<file path="src/rtl/cond_unit.sv">
// Condition and pipeline-control unit: E/M control registers, NZCV flag register
// and condition-code evaluation for the execute stage.
module cond_unit (
    input  logic       clk,
    input  logic       reset,
    input  logic       stall,
    input  logic       flush,
    input  logic [3:0] condD,
    input  logic [1:0] flagWD,
    input  logic       pcsD,
    input  logic       regWD,
    input  logic       memWD,
    input  logic       memtoRegD,
    input  logic       aluSrcD,
    input  logic [1:0] aluControlD,
    input  logic [3:0] aluFlags,
    output logic [1:0] aluControlE,
    output logic       aluSrcE,
    output logic       condExE,
    output logic       pcSrcE,
    output logic       regWriteM,
    output logic       memWriteM,
    output logic       memtoRegM,
    output logic       pcSrcM,
    output logic [3:0] flags
);

    logic       validE;
    logic [3:0] condE;
    logic [1:0] flagWE;
    logic       pcsE;
    logic       regWE;
    logic       memWE;
    logic       memtoRegE;
    logic       cond_pass;
    logic       n, z, c, v;

    assign {n, z, c, v} = flags;

    // Condition is evaluated against the architectural flags, not the live ALU result.
    always_comb begin
        cond_pass = 1'b0;
        unique case (condE)
            4'b0000: cond_pass = z;
            4'b0001: cond_pass = !z;
            4'b0010: cond_pass = c;
            4'b0011: cond_pass = !c;
            4'b0100: cond_pass = n;
            4'b0101: cond_pass = !n;
            4'b0110: cond_pass = v;
            4'b0111: cond_pass = !v;
            4'b1000: cond_pass = c & !z;
            4'b1001: cond_pass = !c | z;
            4'b1010: cond_pass = (n == v);
            4'b1011: cond_pass = (n != v);
            4'b1100: cond_pass = !z & (n == v);
            4'b1101: cond_pass = z | (n != v);
            4'b1110: cond_pass = 1'b1;
            4'b1111: cond_pass = 1'b0;
            default: cond_pass = 1'b0;
        endcase
    end

    assign condExE = validE & cond_pass;
    assign pcSrcE  = pcsE & condExE;

    always_ff @(posedge clk) begin
        if (reset || flush) begin
            validE      <= 1'b0;
            condE       <= 4'b0000;
            flagWE      <= 2'b00;
            pcsE        <= 1'b0;
            regWE       <= 1'b0;
            memWE       <= 1'b0;
            memtoRegE   <= 1'b0;
            aluSrcE     <= 1'b0;
            aluControlE <= 2'b00;
        end else if (!stall) begin
            validE      <= 1'b1;
            condE       <= condD;
            flagWE      <= flagWD;
            pcsE        <= pcsD;
            regWE       <= regWD;
            memWE       <= memWD;
            memtoRegE   <= memtoRegD;
            aluSrcE     <= aluSrcD;
            aluControlE <= aluControlD;
        end
    end

    // Flags and M stage see the current E instruction even when flush loads a bubble behind it.
    always_ff @(posedge clk) begin
        if (reset) begin
            flags <= 4'b0000;
        end else if (!stall) begin
            if (flagWE[1] && condExE) flags[3:2] <= aluFlags[3:2];
            if (flagWE[0] && condExE) flags[1:0] <= aluFlags[1:0];
        end
    end

    always_ff @(posedge clk) begin
        if (reset || stall) begin
            regWriteM <= 1'b0;
            memWriteM <= 1'b0;
            memtoRegM <= 1'b0;
            pcSrcM    <= 1'b0;
        end else begin
            regWriteM <= regWE & condExE;
            memWriteM <= memWE & condExE;
            memtoRegM <= memtoRegE & validE;
            pcSrcM    <= pcSrcE;
        end
    end

endmodule

</file>
<file path="config.mk">
export PLATFORM = sky130hd
export DESIGN_NAME = cond_unit
export DESIGN_NICKNAME = d
export VERILOG_FILES = /design/src/rtl/cond_unit.sv
export SDC_FILE = /design/constraint.sdc
export NUM_CORES = 1
export LEC_CHECK = 0
export ABC_AREA = 1
export CELL_PAD_IN_SITES_DETAIL_PLACEMENT = 0
export CELL_PAD_IN_SITES_GLOBAL_PLACEMENT = 2
export CORE_MARGIN = 2
export CORE_UTILIZATION = 31
export CTS_BUF_LIST = sky130_fd_sc_hd__clkbuf_2 sky130_fd_sc_hd__clkbuf_4 sky130_fd_sc_hd__clkbuf_8
export CTS_CLUSTER_SIZE = 40
export DETAILED_ROUTE_END_ITERATION = 7
export DONT_BUFFER_PORTS = 1
export HOLD_SLACK_MARGIN = 0.03
export PLACE_DENSITY_LB_ADDON = 0.1
export SLEW_MARGIN = 25
export SYNTH_ARGS = -nofsm -noshare
export SYNTH_HDL_FRONTEND = slang
export SYNTH_SLANG_ARGS = --single-unit
</file>
<file path="constraint.sdc">
create_clock -name clk -period 1.5 [get_ports clk]
set_input_delay 0.3 -clock clk [delete_from_list [all_inputs] [get_ports clk]]
set_output_delay 0.3 -clock clk [all_outputs]
set_load 0.01 [all_outputs]
</file>
# [Yosys cells after proc, flatten, opt, wreduce, memory -nomap -nowiden]
# Cells that the tools add are included.
[totals] register_bits=22 input_bits=21 output_inout_bits=13 word_cells=54
[classes] eq_ne=17 n_mux=1 bitwise_logic=10 reduce_logical=11
[ops] op="4-bit == test (second input constant)" count=8
[ops] op="4-bit by 3-bit == test with 1-bit output (second input constant)" count=4
[ops] op="1-bit case mux with 16 select lines" count=1
[ops] op="4-bit by 2-bit == test with 1-bit output (second input constant)" count=2
[ops] op="1-bit AND" count=7
[ops] op="4-bit by 1-bit == test with 1-bit output (second input constant)" count=1
[ops] op="1-bit zero test" count=4
[ops] op="4-bit zero test" count=1
[ops] op="2-bit AND reduction" count=2
[ops] op="1-bit logical AND" count=2
[ops] op="1-bit logical OR" count=2
[ops] op="1-bit bitwise OR" count=2
[ops] op="1-bit == test" count=1
[ops] op="1-bit != test" count=1
[ops] op="1-bit inverter" count=1

# [Depth between registers and ports, before layout]
[depth] ltp_word=6 mapped_depth=14 mapped_depth_nobuf=13

# [Least setup slack after synthesis]
# Ideal clock, no wire load.
[synth_timing] path_kind="register to output" startpoint="reg flags[3]" endpoint="out pcSrcE" arrival_time_ns=1.250 t_required_ns=1.200 slack_ns=-0.050 path_stages_with_launch=11 path_buffers=0 path_cell_list="dfxtp_1 > inv_1 > nand2_1 > nand2_1 > o21ai_0 > a21oi_1 > nand2_1 > nand2_2 > nand2_4 > nand2_2 > nor2_1"
[synth_between] elab_chain_cells=5 word_cells_on_any_way=8 classes_between="eq/ne (2); mux (1); bitwise (4); reduce/logical (1)"
[synth_rtl] element="start: declaration" line="25" source="output logic [3:0] flags"
[synth_rtl] element="start signal: assignment" line="96" source="if (flagWE[1] && condExE) flags[3:2] <= aluFlags[3:2];"
[synth_rtl] element="1-bit != test / 1-bit == test (equally long branches)"
[synth_rtl] element="1-bit bitwise OR / 1-bit AND (equally long branches)" line="57, 56"
[synth_rtl] element="1-bit case mux with 16 select lines *" line="43" source="unique case (condE)"
[synth_rtl] element="1-bit AND *" line="64" source="assign condExE = validE & cond_pass;"
[synth_rtl] element="1-bit AND *" line="65" source="assign pcSrcE = pcsE & condExE;"
[synth_rtl] element="end: declaration" line="20" source="output logic pcSrcE,"
# Mark *: on every way between the ends. The rest lies on a longest branch, timed or not.

# [Worst setup path after layout]
[layout_timing] startpoint="reg condE[1]" endpoint="out pcSrcE"
[layout_between] elab_chain_cells=4 word_cells_on_any_way=19 classes_between="eq/ne (15); mux (1); bitwise (2); reduce/logical (1)"
[layout_rtl] element="start: declaration" line="29" source="logic [3:0] condE;"
[layout_rtl] element="start signal: assignment" line="80" source="condE <= condD;"
[layout_rtl] element="4-bit == test, or another cell as far along" line="43"
[layout_rtl] element="1-bit case mux with 16 select lines *" line="43"
[layout_rtl] element="1-bit AND *" line="64"
[layout_rtl] element="1-bit AND *" line="65"
# Marks and branches as above.

==> metrics.txt <==
status finished with violations; failing checks negative setup slack; Total GRT Usage 0.129; met1 usage in global routing 0.145; Initial DRC Count 22; fin util 0.390; Ys Warns 0; final setup fails 2; EDFF count, synth 0; global route total overflow 0; count of state elements after synthesis 22; Worst EP required 1200 ps; leakage power 0.544 nW; core footprint 0.00331 mm2; largest net degree at the start of global routing 25; Worst Hold Class input port to flip-flop; Die ar. 0.00392 mm2; mapped cell area 0.00106 mm2; Routed WL per cell 11.4 um; f_max 0.562 GHz; antenna-violating nets left 0; Chip Width 62.6 um; Slew @ Worst Pin 316 ps; RSZ-0062 raised after global routing yes; Yosys cell types 21; Starting Density 0.322; chip height 62.6 um; most common cell in the netlist nand2_1; crit path DAT 1480 ps; DR pass1 iterations 4; final setup margin -279 ps; FP Rows 21; Layout area overhead 21.4%; number of diodes 0; post-detail-place hpwl 1720 um; global routing usage on met2 0.233; minimum clock period 1780 ps; most used routing layer met2; clock buffer depth 2; Residual DRC 0; CTS tree built; sequential share of the synthesized area 0.414; CP Class flip-flop to primary output; Power, Total 998 uW; Final Cycle Share 1.19; number of vias in the routed layout 964; dpl ws -126 ps; fin. max-slew vios 0; CTS root buf clkbuf_4; layout cells sized above 1 0.342; final setup skew 2.88 ps; CP endpoint kind primary output; power per cell area 772 mW/mm2; Post-synth top cells 34 x nand2_1, 22 x dfxtp_1, 19 x nor2_1, 18 x inv_1; Final nets 184; Relative slew margins 0.788; total CTS buffers 3; Final Hold Vio Count 0; Post-Synthesis Cells 148; final std cells w/o fill 207; Mean Syn Cell Area 7.19 um2; Max Cap Violations 0; dominant register cell in the synthesized netlist dfxtp_1; Clk pin slew, worst setup/hold paths 110 ps; Yosys top cell by area dfxtp_1; clock latency on the worst-skew pair 300 ps; synthesized net count 169; # IOs 34; grt met3 use 0.0252; Worst setup SP type flip-flop; CP Max Fanout 6; antenna violations before repair 0; H-Tree Depth 1; Synth area leaders dfxtp_1 41%, nand2_1 12%, nor2_1 6.7%; vias in the first global route 923; count of port buffers added during placement 0; Post-synth ARST share 0; global-route wire length before repair 3980 um; share of the synthesized area in the top cell type 0.414; via/cell ratio 4.66; Placer Congestion 0.730; maximum vdd drop 0.000472 V; placed insts 200; clk sinks 22; Routed WL 2360 um
[layout by cell type, fill, tap and decap left out, types with 5 or more instances in the layout]
cell type and instances:
a211oi_1 8, a21oi_1 8, buf_4 15, dfxtp_1 17, inv_1 15, inv_2 8
nand2_1 30, nand2_2 5, nand4_1 5, nor2_1 18
[through the flow]
stage,setup TNS [ps],cell area [um2],hold slack [ps]
6_report,-514,1290,79.7
5_1_grt,-1140,1290,52.6
4_1_cts,-673,1290,60.1
3_5_place_dp,-564,1200,403
3_3_place_gp,-372,1200,402
2_1_floorplan,0,1070,415
[worst max-delay path: stages, from the launching register on]
cell and delay [ps]:
dfxtp_4 400, nor2_1 50, a21oi_1 200, nor2_1 80, o22ai_2 130, inv_2 60, nand2_4 70, nand2_4 60
nor2_4 110
[sequential cells by signal, indices dropped and copies added, names as in the netlist, 2 cells and up]
signal and count:
aluControlE 2, flags 4, condE 4, flagWE 2
[per-layer routing]
| layer | part of all wire | vias up | wire (um) |
|---|---|---|---|
| met4 | 0.0093 | 0 | 22 |
| li1 | - | 494 | - |
| met5 | 0 | - | 0 |
| met3 | 0.044 | 2 | 103 |
| met1 | 0.44 | 444 | 1040 |
| met2 | 0.51 | 24 | 1190 |
[logic make-up (layout without fill, tap and decap cells)]
group           after synthesis  count (layout)  share of synthesized area
compound gates               18              18                      0.110
xor+xnor                      1               1                     0.0153
buf+inv                      30              43                      0.115
flops                        22              22                      0.414
simple gates                 77              77                      0.345
[layout make-up]
cell class | instances | area (um2)
clock buffers | 3 | 22.5
fillers | 384 | 2020
inverters | 25 | 98.8
multi-input cells | 96 | 549
flip-flops and latches | 22 | 452
well taps | 46 | 57.6
repair buffers | 15 | 113
[where the power goes]
group / total [mW] / leakage, nW / internal, mW / switching [mW]
sequential: 0.611 / 0.182 / 0.597 / 0.0134
combinational: 0.127 / 0.348 / 0.0512 / 0.0755
clock: 0.261 / 0.0138 / 0.0935 / 0.167
total: 0.998 / 0.544 / 0.742 / 0.256
[final timing paths]
path | from | endpoint | slack (ps) | cells past startpoint
worst max-delay path | condE[1]$_SDFFE_PP0N_ | pcSrcE | -280 | 8
worst min-delay path | stall | pcsE$_SDFFE_PP0N_ | 80 | 1
worst max register to register | condE[1]$_SDFFE_PP0N_ | flags[0]$_SDFFE_PP0P_ | 30 | 11
worst min register to register | memtoRegE$_SDFFE_PP0N_ | memtoRegM$_SDFF_PP0_ | 450 | 2
[timing repair]
| action | CTS | global route |
|---|---|---|
| endpoints found under the hold margin | 0 | 0 |
| gates resized for setup | 17 | 2 |
| setup endpoints to repair | 9 | 6 |
| hold buffers | 0 | 0 |
| pin swaps | 0 | 2 |
| buffers inserted | 2 | 4 |
Note: power is estimated with default switching activity, not from simulation.
